==> config.mk <==
export PLATFORM = sky130hd
export DESIGN_NAME = multicycle_controller
export DESIGN_NICKNAME = d
export VERILOG_FILES = /design/src/rtl/multicycle_controller.sv
export SDC_FILE = /design/constraint.sdc
export NUM_CORES = 1
export LEC_CHECK = 0
export BUFFER_PORTS_ARGS = -buffer_cell sky130_fd_sc_hd__buf_4
export CAP_MARGIN = 20
export CORE_ASPECT_RATIO = 1.1
export CORE_MARGIN = 5
export CORE_UTILIZATION = 40
export CTS_CLUSTER_DIAMETER = 30
export CTS_CLUSTER_SIZE = 12
export DETAILED_ROUTE_END_ITERATION = 8
export PLACE_DENSITY_LB_ADDON = 0.15
export SLEW_MARGIN = 40
export SYNTH_ARGS = -nofsm -noshare
export SYNTH_HDL_FRONTEND = slang
export SYNTH_SLANG_ARGS = --single-unit
==> constraint.sdc <==
create_clock -name clk -period 2.6 [get_ports clk]
set_input_delay 0 -clock clk [delete_from_list [all_inputs] [get_ports clk]]
set_output_delay 0 -clock clk [all_outputs]
set_load 0.01 [all_outputs]
==> src/rtl/multicycle_controller.sv <==
// multicycle_controller: FETCH/DECODE/EXEC/MEM/WB control FSM driving IR, PC, ALU-src, dmem and regfile enables.
// Latency: 4 cycles per IMM/REG/STORE, 5 per LOAD with zero-wait memories; each wait cycle adds one.
// Backpressure: imem_req / dmem strobes held until the matching ready; MEM gives up after MEM_TIMEOUT cycles.
// Optional: define CTRL_PERF_CNT_EN to add cycle_cnt / retire_cnt performance counters.
module multicycle_controller #(
   parameter int MEM_TIMEOUT = 16,
   parameter int CNT_WIDTH   = 32
) (
   input  logic        clk,
   input  logic        rst,
   input  logic [31:0] instruction,
   input  logic        imem_ready,
   input  logic        dmem_ready,
   output logic        imem_req,
   output logic        ir_write,
   output logic        pc_write,
   output logic        alu_src_imm,
   output logic        dmem_read,
   output logic        dmem_write,
   output logic        reg_write,
   output logic        mem_to_reg,
   output logic        illegal,
   output logic        mem_fault,
   output logic [2:0]  state
`ifdef CTRL_PERF_CNT_EN
   ,
   output logic [CNT_WIDTH-1:0] cycle_cnt,
   output logic [CNT_WIDTH-1:0] retire_cnt
`endif
);

   typedef enum logic [2:0] {
      S_FETCH  = 3'd0,
      S_DECODE = 3'd1,
      S_EXEC   = 3'd2,
      S_MEM    = 3'd3,
      S_WB     = 3'd4,
      S_HALT   = 3'd5
   } state_t;

   typedef enum logic [1:0] {C_IMM, C_LOAD, C_STORE, C_REG} cls_t;

   // Last wait cycle allowed in MEM; the counter holds the number of wait cycles already spent.
   localparam logic [7:0] TMO_LAST = 8'(MEM_TIMEOUT - 1);

   if (MEM_TIMEOUT < 1 || MEM_TIMEOUT > 255 || CNT_WIDTH < 1) begin : g_bad_param
      $error("multicycle_controller: MEM_TIMEOUT must be 1..255 and CNT_WIDTH >= 1");
   end

   state_t     r_state, w_next;
   cls_t       r_cls, w_dec_cls;
   logic       w_dec_ok;
   logic       r_rd_zero;
   logic       r_illegal;
   logic       r_mem_fault;
   logic [7:0] r_tmo;
   logic       w_tmo_hit;
   logic       w_imem_req, w_ir_write, w_pc_write, w_alu_src_imm;
   logic       w_dmem_read, w_dmem_write, w_reg_write, w_mem_to_reg;
   logic       w_unused_ir;

   // Only opcode and rd fields are interpreted here; the rest belongs to the datapath.
   assign w_unused_ir = ^instruction[31:12];

   assign w_tmo_hit = (r_state == S_MEM) && !dmem_ready && (r_tmo == TMO_LAST);

   // Opcode classification of the current IR contents
   always_comb begin
      w_dec_cls = C_IMM;
      w_dec_ok  = 1'b1;
      case (instruction[6:0])
         7'b0010011: w_dec_cls = C_IMM;
         7'b0000011: w_dec_cls = C_LOAD;
         7'b0100011: w_dec_cls = C_STORE;
         7'b0110011: w_dec_cls = C_REG;
         default:    w_dec_ok  = 1'b0;
      endcase
   end

   // Next-state and control strobes
   always_comb begin
      w_next        = r_state;
      w_imem_req    = 1'b0;
      w_ir_write    = 1'b0;
      w_pc_write    = 1'b0;
      w_alu_src_imm = 1'b0;
      w_dmem_read   = 1'b0;
      w_dmem_write  = 1'b0;
      w_reg_write   = 1'b0;
      w_mem_to_reg  = 1'b0;
      case (r_state)
         S_FETCH: begin
            w_imem_req = 1'b1;
            if (imem_ready) begin
               w_ir_write = 1'b1;
               w_next     = S_DECODE;
            end
         end
         S_DECODE: w_next = w_dec_ok ? S_EXEC : S_HALT;
         S_EXEC: begin
            w_alu_src_imm = (r_cls != C_REG);
            w_next        = (r_cls == C_LOAD || r_cls == C_STORE) ? S_MEM : S_WB;
         end
         S_MEM: begin
            w_alu_src_imm = 1'b1;
            w_dmem_read   = (r_cls == C_LOAD);
            w_dmem_write  = (r_cls == C_STORE);
            if (dmem_ready) begin
               if (r_cls == C_STORE) begin
                  w_pc_write = 1'b1;
                  w_next     = S_FETCH;
               end else begin
                  w_next = S_WB;
               end
            end else if (w_tmo_hit) begin
               w_next = S_HALT;
            end
         end
         S_WB: begin
            w_pc_write   = 1'b1;
            w_reg_write  = !r_rd_zero;
            w_mem_to_reg = (r_cls == C_LOAD);
            w_next       = S_FETCH;
         end
         S_HALT:  w_next = S_HALT;
         default: w_next = S_FETCH;
      endcase
   end

   // State register
   always_ff @(posedge clk or posedge rst) begin
      if (rst) r_state <= S_FETCH;
      else     r_state <= w_next;
   end

   // Decoded class/rd latch, sticky error flags and MEM wait counter
   always_ff @(posedge clk or posedge rst) begin
      if (rst) begin
         r_cls       <= C_IMM;
         r_rd_zero   <= 1'b0;
         r_illegal   <= 1'b0;
         r_mem_fault <= 1'b0;
         r_tmo       <= 8'd0;
      end else begin
         if (r_state == S_DECODE) begin
            r_cls     <= w_dec_cls;
            r_rd_zero <= (instruction[11:7] == 5'd0);
            if (!w_dec_ok) r_illegal <= 1'b1;
         end
         if (r_state == S_EXEC)                      r_tmo <= 8'd0;
         else if (r_state == S_MEM && !dmem_ready)   r_tmo <= r_tmo + 8'd1;
         if (w_tmo_hit) r_mem_fault <= 1'b1;
      end
   end

   // Strobes are forced low while reset is held so no partial pulse escapes.
   assign imem_req    = w_imem_req    & ~rst;
   assign ir_write    = w_ir_write    & ~rst;
   assign pc_write    = w_pc_write    & ~rst;
   assign alu_src_imm = w_alu_src_imm & ~rst;
   assign dmem_read   = w_dmem_read   & ~rst;
   assign dmem_write  = w_dmem_write  & ~rst;
   assign reg_write   = w_reg_write   & ~rst;
   assign mem_to_reg  = w_mem_to_reg  & ~rst;
   assign illegal     = r_illegal;
   assign mem_fault   = r_mem_fault;
   assign state       = r_state;

`ifdef CTRL_PERF_CNT_EN
   logic [CNT_WIDTH-1:0] r_cycle_cnt, r_retire_cnt;

   // Free-running cycle count (stops in HALT) and retired-instruction count
   always_ff @(posedge clk or posedge rst) begin
      if (rst) begin
         r_cycle_cnt  <= '0;
         r_retire_cnt <= '0;
      end else begin
         if (r_state != S_HALT) r_cycle_cnt  <= r_cycle_cnt + CNT_WIDTH'(1);
         if (pc_write)          r_retire_cnt <= r_retire_cnt + CNT_WIDTH'(1);
      end
   end

   assign cycle_cnt  = r_cycle_cnt;
   assign retire_cnt = r_retire_cnt;
`endif

endmodule

Word-level counts from Yosys, hierarchy flattened
Cells that the tools add are included.
W data, S select, Z words.
{ "totals": {"regBits": 16, "in_bits": 36, "output_inout_bits": 13, "wordCells": 65} }
{ "classes": {"addsub": 1, "eq_ne": 15, "n_mux": 22, "bitwise": 10, "reduce_logical": 11} }
{ "op_table": {"columns": ["op", "n"], "rows": [
  ["$mux W3", 6],
  ["$mux W8", 2],
  ["$pmux W3 S5", 1],
  ["$eq A7 B6 Y1 const B", 2],
  ["$mux W1", 10],
  ["$add A8 B1 Y8 const B", 1],
  ["$and A1 B1 Y1", 8],
  ["$eq A8 B4 Y1 const B", 1],
  ["$eq A7 B2 Y1 const B", 1],
  ["$eq A7 B5 Y1 const B", 1],
  ["$eq A3 B2 Y1 const B", 2],
  ["$eq A3 B3 Y1 const B", 2],
  ["$pmux W2 S3", 1],
  ["$logic_not A5 Y1", 1],
  ["$ne A2 B2 Y1 const B", 2],
  ["$pmux W1 S2", 2],
  ["$reduce_and A2 Y1", 2],
  ["$reduce_or A4 Y1", 1],
  ["$eq A3 B1 Y1 const B", 1],
  ["$logic_not A3 Y1", 1],
  ["$ne A3 B3 Y1 const B", 1],
  ["$eq A2 B1 Y1 const B", 1],
  ["$eq A2 B2 Y1 const B", 1],
  ["$logic_and A1 B1 Y1", 2],
  ["4 further kinds", 6]
]} }

Depth between registers and ports, before layout
{ "logic_depth": {"ltp_word": 6, "ltp_mapped": 6, "depth_no_buf": 6} }

Least setup slack after synthesis
No wires, ideal clock.
{ "synth_timing": {"path_type": "register to output", "start": "reg r_state[0] (netlist: state[0])", "end": "out ir_write", "t_arrival_ns": 1.378, "required_ns": 2.600, "path_slack_ns": 1.222, "path_stages_with_launch": 4, "path_cell_list": "dfrtp_1 -> buf_4 -> nor4_1 -> and2_1"} }
{ "synth_between": {"elab_chain_len": 3} }
{ "synth_rtl": {"columns": ["item", "line_no", "text"], "rows": [
  ["start: declaration", "50", "state_t r_state, w_next;"],
  ["start signal: assignment", "133", "else r_state <= w_next;"],
  ["$logic_not A3 Y1", "91", "case (r_state)"],
  ["$mux W1", "91", null],
  ["$and A1 B1 Y1", "158", "assign ir_write = w_ir_write & ~rst;"],
  ["end: declaration", "15", "output logic ir_write,"]
]} }
Every way passes these cells.

Worst setup path after layout
{ "layout_timing": {"start": "reg r_state[0] (netlist: state[0])", "end": "reg r_rd_zero"} }
{ "layout_between": {"elab_chain_len": 1} }
{ "layout_rtl": {"columns": ["item", "line_no", "text"], "rows": [
  ["$eq A3 B1 Y1", "145", "if (r_state == S_DECODE) begin"],
  ["end signal: assignment", "147", "r_rd_zero <= (instruction[11:7] == 5'd0);"],
  ["end: declaration", "53", "logic r_rd_zero;"]
]} }
Every way passes these cells.
A chain may end at the register's enable or synchronous reset.

==> flow_summary.json <==
{
  "r2r_end": "r_rd_zero",
  "p_leak_nw": 0.599,
  "synthArstFlopShare_pct": 100,
  "place.gp.congestion": 0.747,
  "clock_power_share_pct": 24.0,
  "via_count": 852,
  "yosys-top-cells-count": "16 x dfrtp_1, 12 x nand2_1, 12 x nor2_1, 7 x inv_1",
  "fmax_ghz": 0.502,
  "cts_tree": "yes",
  "ys_types": 42,
  "r2r_slack_ns": 0.61,
  "start_kind": "flop",
  "drt_iter0_drc": 14,
  "power_density_nw_per_um2": 540,
  "globalRouteOverflowTotal": 0,
  "routed_wl_um": 2060,
  "postRouteAntennaNets": 0,
  "tns_ns": 0,
  "r2r_cells": 4,
  "ys_warn_count": 0,
  "post_cts_resized": 0,
  "synth_seq_cells": 16,
  "drive_above_1_share_pct": 29.0,
  "nets": 179,
  "antenna_cells_inserted": 0,
  "p_int_mw": 0.457,
  "avgSynthCellArea_um2": 9.34,
  "grt_pass1_vias": 864,
  "num_io_pins": 49,
  "cts_root_buffer": "clkbuf_4",
  "swShare_pct": 34.3,
  "synth_edf_count": 0,
  "peakVddDrop_uv": 333,
  "htreeDepth": 1,
  "pwr-share-seq_pct": 49.0,
  "syn-num-nets": 146,
  "crit_fanout": 15,
  "core-area_um2": 2420,
  "slew_headroom_pct": 58.5,
  "finalCritPeriodShare_pct": 76.6,
  "clk_latency_ns": 0.29,
  "firstDrtPassIters": 4,
  "avgRoutedWirePerCell_um": 12.2,
  "hold_violations": 0,
  "critPathKind": "flop to flop",
  "synthFlopType": "dfrtp_1",
  "drc": 0,
  "power_frac_comb_pct": 27.0,
  "setup_viol": 0,
  "syn_to_final_growth_pct": 30.0,
  "cts.path.max_buffers": 2,
  "synth_cells": 106,
  "min_path_type": "input port to flop",
  "die_y_um": 62.2,
  "vias_per_cell": 5.04,
  "hold_end": "r_cls[1]",
  "worstMarginPinSlew_ns": 0.622,
  "grt_antenna_before_repair": 0,
  "r2r_start": "state[0]",
  "drv_cap": 0,
  "initial_core_util_pct": 40.8,
  "maxSlewViolCount": 0,
  "synth_area_leader_cell": "dfrtp_1",
  "min_period_ns": 1.99,
  "synth_area_leaders": "dfrtp_1 40%, ha_1 5.1%, nand2_1 4.6%, nor2_1 4.6%, xor2_1 4.4%",
  "row_count": 19,
  "grt_pass1_wl_um": 3720,
  "die_x_um": 57.4,
  "cts_inserted_buffers": 3,
  "hold_slack_ns": 0.0132,
  "power.switching_mw": 0.238,
  "cp-end-kind": "flop",
  "status": "completed",
  "synth.most_common_cell": "dfrtp_1",
  "yosys.area.top_type_share_pct": 40.5,
  "crit_arrival_ns": 2.22,
  "dpl.hpwl_um": 1520,
  "min_from": "instruction[6]",
  "dieArea_um2": 3570,
  "finClkSkew_ns": 0.00710,
  "grtUsageTotal_pct": 12.7,
  "rsz0062_at_grt": "false",
  "synthesis.area_um2": 990,
  "crit_start": "state[0]",
  "grt_max_degree": 17,
  "io_buffers": 28,
  "ys_seq_area_share_pct": 40.5,
  "p_total_mw": 0.695,
  "holdPathStages": 4,
  "cts_sinks": 16,
  "required_ns": 2.83,
  "path_clk_slew_ns": 0.09
}
-- layer usage --
layer | vias up | wire length, um | track usage [%]
met5 | - | 0 | 0
li1 | 443 | - | -
met1 | 380 | 1020 | 17.5
met3 | 2 | 129 | 2.07
met4 | 0 | 9 | 5.22
met2 | 27 | 896 | 19.5
-- critical path, stage by stage, from the launching register on --
cell and delay [ns]:
dfrtp_1 0.67, nand2b_2 0.14, or2_1 0.33, o31ai_1 0.21
dlygate4sd3_1 0.57
-- power groups by stage --
stage               registers [mW]  logic [mW]  clock network (mW)
finish                       0.340       0.188               0.167
global route                 0.349       0.208               0.181
CTS                          0.340       0.190               0.174
detailed placement           0.345       0.182                   0
global placement             0.343       0.180                   0
floorplan                    0.311       0.150                   0
-- state kept, by name (all words and copies together), names as in the netlist --
name       cells
r_cls          2
illegal        1
mem_fault      1
r_tmo          8
state          3
r_rd_zero      1
-- final cells by class --
cell class / instances / area (um^2)
inverters: 7 / 26.3
well taps: 31 / 38.8
fillers: 237 / 1140
repair buffers: 32 / 250
multi-input cells: 79 / 534
clock buffers: 4 / 36.3
flip-flops and latches: 16 / 400
-- cells in the final DEF (no fill, tap or decap), types with 4 or more instances in the layout --
cell type	n
dlygate4sd3_1	4
o21ai_0	5
inv_1	7
nand2_1	12
nor2_1	12
ha_1	4
xor2_1	5
dfrtp_1	16
buf_4	28
-- how the worst max path moves through the flow --
stage	end	slack (ns)	cells past startpoint
CTS	r_rd_zero	0.61	4
global route	r_rd_zero	0.41	4
floorplan	ir_write	1.22	3
global placement	r_tmo[6]	1.13	4
detailed placement	r_tmo[3]	1.12	4
finish	r_rd_zero	0.61	4
-- cell families after synthesis --
kind of cell	after synthesis	share of synthesized area, %
AOI/OAI and AO/OA	19	13.4
xor gates and xnor gates	6	5.31
adders and majority gates	4	5.06
buffers and inverters	11	5.56
DFF	16	40.5
muxes	1	1.01
and+or+nand+nor	49	29.2
-- through the flow --
step | setup slack [ns] | std cells | utilization, % | cell area [um^2]
after global routing | 0.410 | 169 | 53.0 | 1290
after CTS | 0.611 | 169 | 53.0 | 1290
after detailed placement | 1.12 | 161 | 49.9 | 1210
after floorplan | 1.22 | 106 | - | 990
after global placement | 1.13 | 161 | 49.9 | 1210
final | 0.608 | 169 | 53.0 | 1290
-- what timing repair did --
action,CTS,global route
setup buffers,0,0
endpoints found under the hold margin,18,0
hold buffers,4,0
Power figures use the tool's default switching activity.
